## src/rtl/display_pkg.sv

```systemverilog
// Shared types and constants for the scanned 8-digit seven-segment display.
// The segment table is active-low with bit 0 = segment a through bit 6 = segment g.
package display_pkg;

    typedef enum logic [1:0] {
        IDLE,
        CONV,
        DONE
    } state_t;

    localparam int unsigned NUM_DIGITS = 8;
    localparam logic [6:0]  BLANK_SEG  = 7'h7F;

    localparam logic [6:0] SEG_TABLE [16] = '{
        7'h40, 7'h79, 7'h24, 7'h30,
        7'h19, 7'h12, 7'h02, 7'h78,
        7'h00, 7'h10, 7'h08, 7'h03,
        7'h46, 7'h21, 7'h06, 7'h0E
    };

endpackage

```

## src/rtl/seg7_decoder.sv

```systemverilog
// Combinational hex nibble to active-low seven-segment pattern.
module seg7_decoder
    import display_pkg::*;
(
    input  logic [3:0] nibble_i,
    output logic [6:0] seg_o
);

    always_comb begin
        seg_o = SEG_TABLE[nibble_i];
    end

endmodule

```

## src/rtl/bcd_scan_display.sv

```systemverilog
// Converts a 16-bit value to decimal (double-dabble) or hex digits and scans them
// across an 8-digit multiplexed seven-segment display.
module bcd_scan_display
    import display_pkg::*;
#(
    parameter int unsigned REFRESH_DIV = 100000
) (
    input  logic        clk,
    input  logic        rst,
    input  logic [15:0] value_in,
    input  logic        hex_mode,
    output logic [6:0]  seg,
    output logic [7:0]  an,
    output logic        dp,
    output logic        busy
);

    localparam int unsigned CW = (REFRESH_DIV > 1) ? $clog2(REFRESH_DIV) : 1;
    localparam logic [CW-1:0] TERM = CW'(REFRESH_DIV - 1);

    state_t                          state_q, state_d;
    logic [15:0]                     last_val_q, last_val_d;
    logic                            last_mode_q, last_mode_d;
    logic [15:0]                     shift_q, shift_d;
    logic [19:0]                     bcd_q, bcd_d;
    logic [3:0]                      bit_q, bit_d;
    logic [NUM_DIGITS-1:0][3:0]      dig_q, dig_d;
    logic [NUM_DIGITS-1:0]           blank_q, blank_d;
    logic [CW-1:0]                   cnt_q, cnt_d;
    logic [2:0]                      idx_q, idx_d;
    logic [6:0]                      seg_q, seg_d;
    logic [7:0]                      an_q, an_d;
    logic                            busy_q, busy_d;

    logic [19:0]                     adj;
    logic [35:0]                     dd;
    logic                            seen;
    logic [6:0]                      dec_seg;

    seg7_decoder u_dec (
        .nibble_i (dig_d[idx_d]),
        .seg_o    (dec_seg)
    );

    always_comb begin
        state_d     = state_q;
        last_val_d  = last_val_q;
        last_mode_d = last_mode_q;
        shift_d     = shift_q;
        bcd_d       = bcd_q;
        bit_d       = bit_q;
        dig_d       = dig_q;
        blank_d     = blank_q;
        adj         = '0;
        dd          = '0;
        seen        = 1'b0;

        case (state_q)
            IDLE: begin
                if (value_in != last_val_q || hex_mode != last_mode_q) begin
                    state_d     = CONV;
                    shift_d     = value_in;
                    bcd_d       = '0;
                    bit_d       = '0;
                    last_val_d  = value_in;
                    last_mode_d = hex_mode;
                end
            end
            CONV: begin
                for (int unsigned k = 0; k < 5; k++) begin
                    adj[4*k +: 4] = (bcd_q[4*k +: 4] >= 4'd5) ? 4'(bcd_q[4*k +: 4] + 4'd3)
                                                               : bcd_q[4*k +: 4];
                end
                dd      = {adj, shift_q} << 1;
                bcd_d   = dd[35:16];
                shift_d = dd[15:0];
                bit_d   = bit_q + 4'd1;
                if (bit_q == 4'd15) state_d = DONE;
            end
            DONE: begin
                dig_d   = '0;
                blank_d = '1;
                if (last_mode_q) begin
                    for (int unsigned k = 0; k < 4; k++) begin
                        dig_d[k]   = last_val_q[4*k +: 4];
                        blank_d[k] = 1'b0;
                    end
                end else begin
                    for (int unsigned k = 0; k < 5; k++) dig_d[k] = bcd_q[4*k +: 4];
                    blank_d[0] = 1'b0;
                    // Walk from the most significant decimal digit down; a digit
                    // stays blank until the first non-zero one is seen.
                    for (int unsigned k = 0; k < 4; k++) begin
                        seen           = seen | (bcd_q[4*(4-k) +: 4] != 4'd0);
                        blank_d[4-k]   = ~seen;
                    end
                end
                state_d = IDLE;
            end
            default: state_d = IDLE;
        endcase

        busy_d = (state_d != IDLE);

        if (cnt_q == TERM) begin
            cnt_d = '0;
            idx_d = idx_q + 3'd1;
        end else begin
            cnt_d = cnt_q + CW'(1);
            idx_d = idx_q;
        end

        // Outputs are computed from next-state index and digits so seg/an
        // always match the registered scan position on the same edge.
        an_d  = ~(8'b1 << idx_d);
        seg_d = blank_d[idx_d] ? BLANK_SEG : dec_seg;
    end

    always_ff @(posedge clk) begin
        if (rst) begin
            state_q     <= IDLE;
            last_val_q  <= '0;
            last_mode_q <= 1'b0;
            shift_q     <= '0;
            bcd_q       <= '0;
            bit_q       <= '0;
            dig_q       <= '0;
            blank_q     <= 8'hFE;
            cnt_q       <= '0;
            idx_q       <= '0;
            seg_q       <= SEG_TABLE[0];
            an_q        <= 8'hFE;
            busy_q      <= 1'b0;
        end else begin
            state_q     <= state_d;
            last_val_q  <= last_val_d;
            last_mode_q <= last_mode_d;
            shift_q     <= shift_d;
            bcd_q       <= bcd_d;
            bit_q       <= bit_d;
            dig_q       <= dig_d;
            blank_q     <= blank_d;
            cnt_q       <= cnt_d;
            idx_q       <= idx_d;
            seg_q       <= seg_d;
            an_q        <= an_d;
            busy_q      <= busy_d;
        end
    end

    assign seg  = seg_q;
    assign an   = an_q;
    assign busy = busy_q;
    assign dp   = 1'b1;

endmodule

```

## config.mk

```make
export PLATFORM = sky130hd
export DESIGN_NAME = bcd_scan_display
export DESIGN_NICKNAME = d
export VERILOG_FILES = /design/src/rtl/display_pkg.sv /design/src/rtl/seg7_decoder.sv /design/src/rtl/bcd_scan_display.sv
export SDC_FILE = /design/constraint.sdc
export NUM_CORES = 1
export LEC_CHECK = 0
export CAP_MARGIN = 20
export CORE_MARGIN = 2
export CORE_UTILIZATION = 44
export DETAILED_ROUTE_END_ITERATION = 8
export GPL_ROUTABILITY_DRIVEN = 0
export GPL_TIMING_DRIVEN = 0
export PLACE_DENSITY_LB_ADDON = 0.3
export REMOVE_ABC_BUFFERS = 1
export SYNTH_ARGS = -nofsm -noshare
export SYNTH_HDL_FRONTEND = slang
export SYNTH_SLANG_ARGS = --single-unit
export TNS_END_PERCENT = 5
```

## constraint.sdc

```tcl
create_clock -name clk -period 3.8 [get_ports clk]
set_input_delay 0.57 -clock clk [delete_from_list [all_inputs] [get_ports clk]]
set_output_delay 0.57 -clock clk [all_outputs]
set_load 0.05 [all_outputs]
```

==> qor.yml, run 1 <==
clock_network:
  root_buffer: "clkbuf_16"
  max-clock-path-buffers: 2
  post-cts-setup-buffer-count: 0
  ctsHoldBuffers: 0
  numCtsBuffers: 17
  cts.sinks: 135
  htree_levels: 4
  cts_resized: 1
  cts_tree: "yes"
  clkSlewWorstSetupHoldPaths_ps: 50
  insertion_delay_ps: 420
grt:
  grt_pass1_wl_mm: 25.5
  grt.overflow.total: 0
  grt_antenna_before_repair: 0
  grt_max_degree: 51
  grt_pass1_vias: 5137
  grt_usage_pct: 19.5
logic_synthesis:
  synth.yosys.seq_area_share_pct: 40.0
  async_reset_ff_share_pct: 0
  ys_ff_latch: 135
  syn_avg_cell_area_sq_um: 8.49
  synth.largest_area_cell: "dfxtp_1"
  synth_cell_types: 76
  synth_cells: 796
  synth_top_cell_area_share_pct: 40.0
  synth_edf_count: 0
  synthesis.area_sq_um: 6760
  synth_warnings: 0
  yosysMostFrequentCell: "dfxtp_1"
  synth_common_cells: "dfxtp_1 (135), nand2_1 (112), nor2_1 (76)"
  yosys-top-cells-area: "dfxtp_1 (40%), nand2_1 (6.2%), a21oi_1 (4.7%)"
  synthFlopType: "dfxtp_1"
critical_path:
  rr_worst_depth: 10
  r2r_slack_ps: 210
  arrival_ps: 3890
  reg2reg_from: "idx_q[0]$_SDFF_PP0_"
  path_class: "reg2reg"
  endpoint_kind: "register"
  start_kind: "register"
  reg2reg_to: "seg[0]$_SDFF_PP0_"
  critical_path.max_fanout: 25
  critPathRequiredTime_ps: 4110
floorplan:
  die-height_um: 128
  core_sq_um: 15100
  row_count: 45
  die_w_um: 128
  dieArea_sq_um: 16400
  initial_utilization_pct: 44.8
  ioPinCount: 36
timing:
  clock.fmax_ghz: 0.279
  setup_violations: 0
  fin_ws_ps: 214
  min_period_ps: 3590
  period_share_pct: 94.4
  drv_slew: 0
  rsz0062_at_grt: "no"
  slew_headroom_pct: 36.4
  clock_skew_ps: 7.42
  tightest_slew_ps: 954
  finalHoldViolations: 0
pwr:
  ir_drop_mv: 0.328
  power_frac_comb_pct: 5.6
  power.switching_fraction_pct: 21.9
  pwr-share-seq_pct: 44.0
  power_density_nw_per_um2: 427
  p_sw_mw: 0.734
  power_mw: 3.35
  clock_power_share_pct: 50.3
  internal_power_mw: 2.62
  p_leak_nw: 2.83
routing:
  dr.pass1.iters: 6
  avgRoutedWirePerCell_um: 15.3
  drt_iter0_drc: 473
  vias_per_cell: 5.49
  wl_mm: 15.3
  drtAntennaViolNets: 0
  drc: 0
  vias: 5520
placed_design:
  dp_hpwl_mm: 10.0
  dp_slack_ps: -68.5
  io_buffers: 34
flow_run:
  max_cap_viol_count: 0
final_layout:
  area_growth_pct: 16.1
  final_net_count: 847
  drive_gt1_share_pct: 9.06
  antenna_cells: 0
hold_path:
  min_from: "blank_q[5]$_SDFF_PP1_"
  hold_path.class: "reg2reg"
  holdPathStages: 1
  min_to: "blank_q[5]$_SDFF_PP1_"
outcome:
  status: "finished clean"
-- critical path: stages, from the launching register on --
cell and delay [ps]:
dfxtp_2 690, ha_1 420, inv_1 190, nor4_1 590, nor2_1 130, o2111ai_1 420, o22ai_2 210, inv_1 150
ha_1 220, o31ai_1 90, o32ai_1 350
-- layout by cell type, fill, tap and decap left out, types with 24 or more instances in the layout --
cell / netlist / layout
a21oi_1: 63 / 63
a31oi_1: 25 / 25
clkdlybuf4s50_1: 0 / 33
dfxtp_1: 135 / 134
mux2i_1: 24 / 24
nand2_1: 112 / 112
nand3_1: 29 / 29
nor2_1: 76 / 75
nor3_1: 24 / 24
o21ai_0: 28 / 28
-- flip-flops by register name, indices dropped and copies added, names as in the netlist --
signal,cells
dig_q,32
seg,7
bcd_q,20
blank_q,8
shift_q,16
last_val_q,16
busy,1
an,8
state_q,2
last_mode_q,1
cnt_q,17
idx_q,3
bit_q,4
-- layout make-up --
class	count	area [sq um]
Multi-Input combinational cell	592	3760
Inverter	19	71.3
Timing Repair Buffer	40	467
Clock inverter	8	120
Tap cell	188	235
Clock buffer	23	488
Sequential cell	135	2700
Fill cell	1404	7240
-- routing by layer --
| metal | vias up | track usage, % | share of wire [%] |
|---|---|---|---|
| met1 | 2574 | 26.2 | 48 |
| met5 | - | 0 | 0 |
| li1 | 2809 | - | - |
| met2 | 118 | 31.6 | 47 |
| met4 | 0 | 6.14 | 1.3 |
| met3 | 19 | 4.09 | 3.8 |
-- power by group through the flow --
stage	Sequential, mW	Combinational [mW]	Clock (mW)
after floorplan	1.50	0.0931	0
after global placement	1.51	0.167	0
after detailed placement	1.51	0.178	0
after CTS	1.48	0.179	1.72
after global routing	1.48	0.209	1.77
final	1.48	0.189	1.69
-- stage by stage --
stage,cells,utilization (%),setup TNS [ps],cell area (sq um),hold WS (ps)
detailed placement,972,47.6,-160,7180,429
global placement,968,46.8,-120890,7070,433
finish,1005,52.0,0,7850,450
CTS,1003,51.7,0,7790,447
floorplan,746,-,0,6490,416
global route,1005,52.0,0,7850,478
-- logic make-up (layout without fill, tap and decap cells) --
kind of cell,count (synthesis),count (layout),share of synthesized area [%]
adders and majority gates,23,23,4.26
and+or+nand+nor,322,322,22.8
xor gates and xnor gates,39,39,5.05
DFF,135,135,40.0
other,1,1,0.0555
AOI/OAI and AO/OA,168,168,15.9
buffers and inverters,69,90,5.02
muxes,39,39,6.89
-- worst max-delay path by stage --
stage / from / to / slack (ps)
2_1_floorplan: last_mode_q$_SDFFE_PP0P_ / bcd_q[11]$_SDFFE_PP0P_ / 270
3_3_place_gp: rst / cnt_q[14]$_SDFF_PP0_ / -2090
3_5_place_dp: idx_q[0]$_SDFF_PP0_ / seg[0]$_SDFF_PP0_ / -70
4_1_cts: state_q[1]$_SDFF_PP0_ / seg[3]$_SDFF_PP0_ / 70
5_1_grt: idx_q[0]$_SDFF_PP0_ / seg[0]$_SDFF_PP0_ / 70
6_report: idx_q[0]$_SDFF_PP0_ / seg[0]$_SDFF_PP0_ / 210
Note: power is estimated with default switching activity, not from simulation.
==> run 2: changes to the inputs <==
- ABC_CLOCK_PERIOD_IN_PS: unset -> 3800
- CORE_UTILIZATION: 44 -> 56
==> run 2 against run 1 <==
  * Critical path depth increased by 3
  * Register-to-register slack improved by 190 ps
  * Die area decreased by 21%
  * Design area decreased by 1.7%
  * Clock-buffer cell count increased by 1
  * Core utilization increased by 13 points
  * Total power decreased by 4.7%
  * Final cell count decreased by 3.9%
  * Via count increased by 3.6%
  * Sequential power about the same
  * Largest power group unchanged
==> qor.yml, run 2 (synthesis results as in run 1) <==
clock_network:
  post-cts-setup-buffer-count: 0
  numCtsBuffers: 17
  root_buffer: "clkbuf_16"
  cts.sinks: 135
  insertion_delay_ps: 430
  ctsHoldBuffers: 0
  max-clock-path-buffers: 2
  htree_levels: 4
  cts_tree: "yes"
  clkSlewWorstSetupHoldPaths_ps: 60
timing:
  fin_ws_ps: 401
  slew_headroom_pct: 31.9
  finalHoldViolations: 0
  period_share_pct: 89.5
  min_period_ps: 3400
  drv_slew: 0
  clock.fmax_ghz: 0.294
  holdWs_ps: 343
  rsz0062_at_grt: "no"
  tightest_slew_ps: 1020
  clock_skew_ps: 8.22
  setup_violations: 0
critical_path:
  crit_top_cell: "mux2i_1"
  cp-startpoint: "cnt_q[0]$_SDFF_PP0_"
  reg2reg_to: "seg[5]$_SDFF_PP0_"
  r2r_slack_ps: 400
  crit_path_cell_trace: "ha_1 -> and3_1 -> and3_1 -> a21oi_1 -> mux2i_1 -> o21ai_0 -> o2bb2ai_1 -> inv_1 -> ha_1 -> inv_1 -> mux2i_1 -> mux2i_1 -> a21oi_2"
  critPathRequiredTime_ps: 4100
  cp-endpoint: "seg[5]$_SDFF_PP0_"
  reg2reg_from: "cnt_q[0]$_SDFF_PP0_"
  rr_worst_depth: 13
  start_kind: "register"
  crit_path_max_incr_delay_ps: 440
  endpoint_kind: "register"
  path_class: "reg2reg"
  critical_path.max_fanout: 12
  critPathSlowestCell: "and3_1"
  arrival_ps: 3700
grt:
  grtUsageMet3_pct: 6.00
  grt_use_met2_pct: 42.1
  grt_usage_pct: 25.2
  grt_pass1_vias: 5400
  grt_antenna_before_repair: 0
  grt_pass1_wl_mm: 25.8
  grt_use_met1_pct: 31.2
  grt_max_degree: 96
  grt.overflow.total: 0
  top_usage_layer: "met2"
routing:
  drc: 0
  dr.pass1.iters: 5
  vias: 5719
  drt_iter0_drc: 424
  wl_mm: 15.6
  avgRoutedWirePerCell_um: 16.2
  drtAntennaViolNets: 0
  vias_per_cell: 5.92
final_layout:
  largest_reg_flops: 32
  area_growth_pct: 14.1
  final_net_count: 848
  final_common_cell: "dfxtp_1"
  largest-register: "dig_q"
  top_regs: "dig_q x32, bcd_q x20, cnt_q x17"
  antenna_cells: 0
  final_util_pct: 64.7
  drive_gt1_share_pct: 8.91
  most-common-layout-cells: "dfxtp_1 (134), nand2_1 (112), nor2_1 (75)"
pwr:
  p_leak_nw: 2.79
  ir_drop_mv: 0.307
  power_mw: 3.20
  power_density_nw_per_um2: 414
outcome:
  status: "finished clean"
hold_path:
  hold_path.class: "in2reg"
  min_from: "rst"
floorplan:
  ioPinCount: 36
  die-height_um: 114
  initial_utilization_pct: 56.7
  dieArea_sq_um: 13000
  row_count: 40
  die_w_um: 114
  core_sq_um: 11900
placed_design:
  io_buffers: 34
  dp_slack_ps: -149
  dp_hpwl_mm: 10.5
flow_run:
  max_cap_viol_count: 0
[run 2: cell types whose count changed in the layout (fill, tap and decap cells not counted), moves of 2 or more]
cell       before  now
clkbuf_1        2    5
clkbuf_8        4    2
bufinv_16       3    1
buf_8           1    3
[run 2: cell type report]
class	instances	area [sq um]
clock buffer	24	472
clock inverter	8	73.8
fill	1005	4200
inverter	19	71.3
multi-input combinational	593	3760
sequential	135	2710
tap	147	184
timing repair buffer	40	449
[run 2: metrics by stage]
step | area [sq um] | instances | setup TNS (ps)
after floorplan | 6490 | 746 | 0
after global placement | 7020 | 927 | -103330
after detailed placement | 7110 | 932 | -527
after CTS | 7660 | 964 | 0
after global routing | 7710 | 966 | 0
final | 7710 | 966 | 0
[run 2: power breakdown]
| group | leakage, nW | switching [mW] | internal [mW] |
|---|---|---|---|
| sequential | 1.10 | 0.0293 | 1.45 |
| clock | 0.264 | 0.605 | 0.929 |
| combinational | 1.42 | 0.111 | 0.0747 |
| total | 2.79 | 0.745 | 2.45 |
[run 2: per-layer routing]
metal / vias to the layer above / wire length, um
met5: - / 0
met4: 0 / 371
met3: 33 / 826
met2: 173 / 7570
met1: 2705 / 6850
li1: 2808 / -
[run 2: how the worst min path moves through the flow]
| stage | depth (start not counted) | slack [ps] | endpoint |
|---|---|---|---|
| 2_1_floorplan | 1 | 420 | blank_q[7]$_SDFF_PP1_ |
| 3_3_place_gp | 1 | 430 | blank_q[5]$_SDFF_PP1_ |
| 3_5_place_dp | 1 | 440 | blank_q[6]$_SDFF_PP1_ |
| 4_1_cts | 2 | 330 | bit_q[1]$_SDFFE_PP0P_ |
| 5_1_grt | 2 | 340 | bit_q[1]$_SDFFE_PP0P_ |
| 6_report | 2 | 340 | bit_q[1]$_SDFFE_PP0P_ |
[run 2: critical path, delay by kind of cell, from the launching register on]
family / cells / cell delay, ps
compound gates: 4 / 820
simple gates: 2 / 700
mux: 3 / 570
fa+ha+maj: 2 / 500
flops: 1 / 370
buf+inv: 2 / 290
[run 2: repair_timing]
action,CTS,global route
cloned,0,1
endpoints found under the hold margin,0,0
endpoints found under the setup margin,6,5
resized for setup,2,3
==> run 3: changes to the inputs <==
- CTS_CLUSTER_DIAMETER: unset -> 80
==> results of run 3 <==
The final DEF is identical to that of run 2; final timing and power are the same.
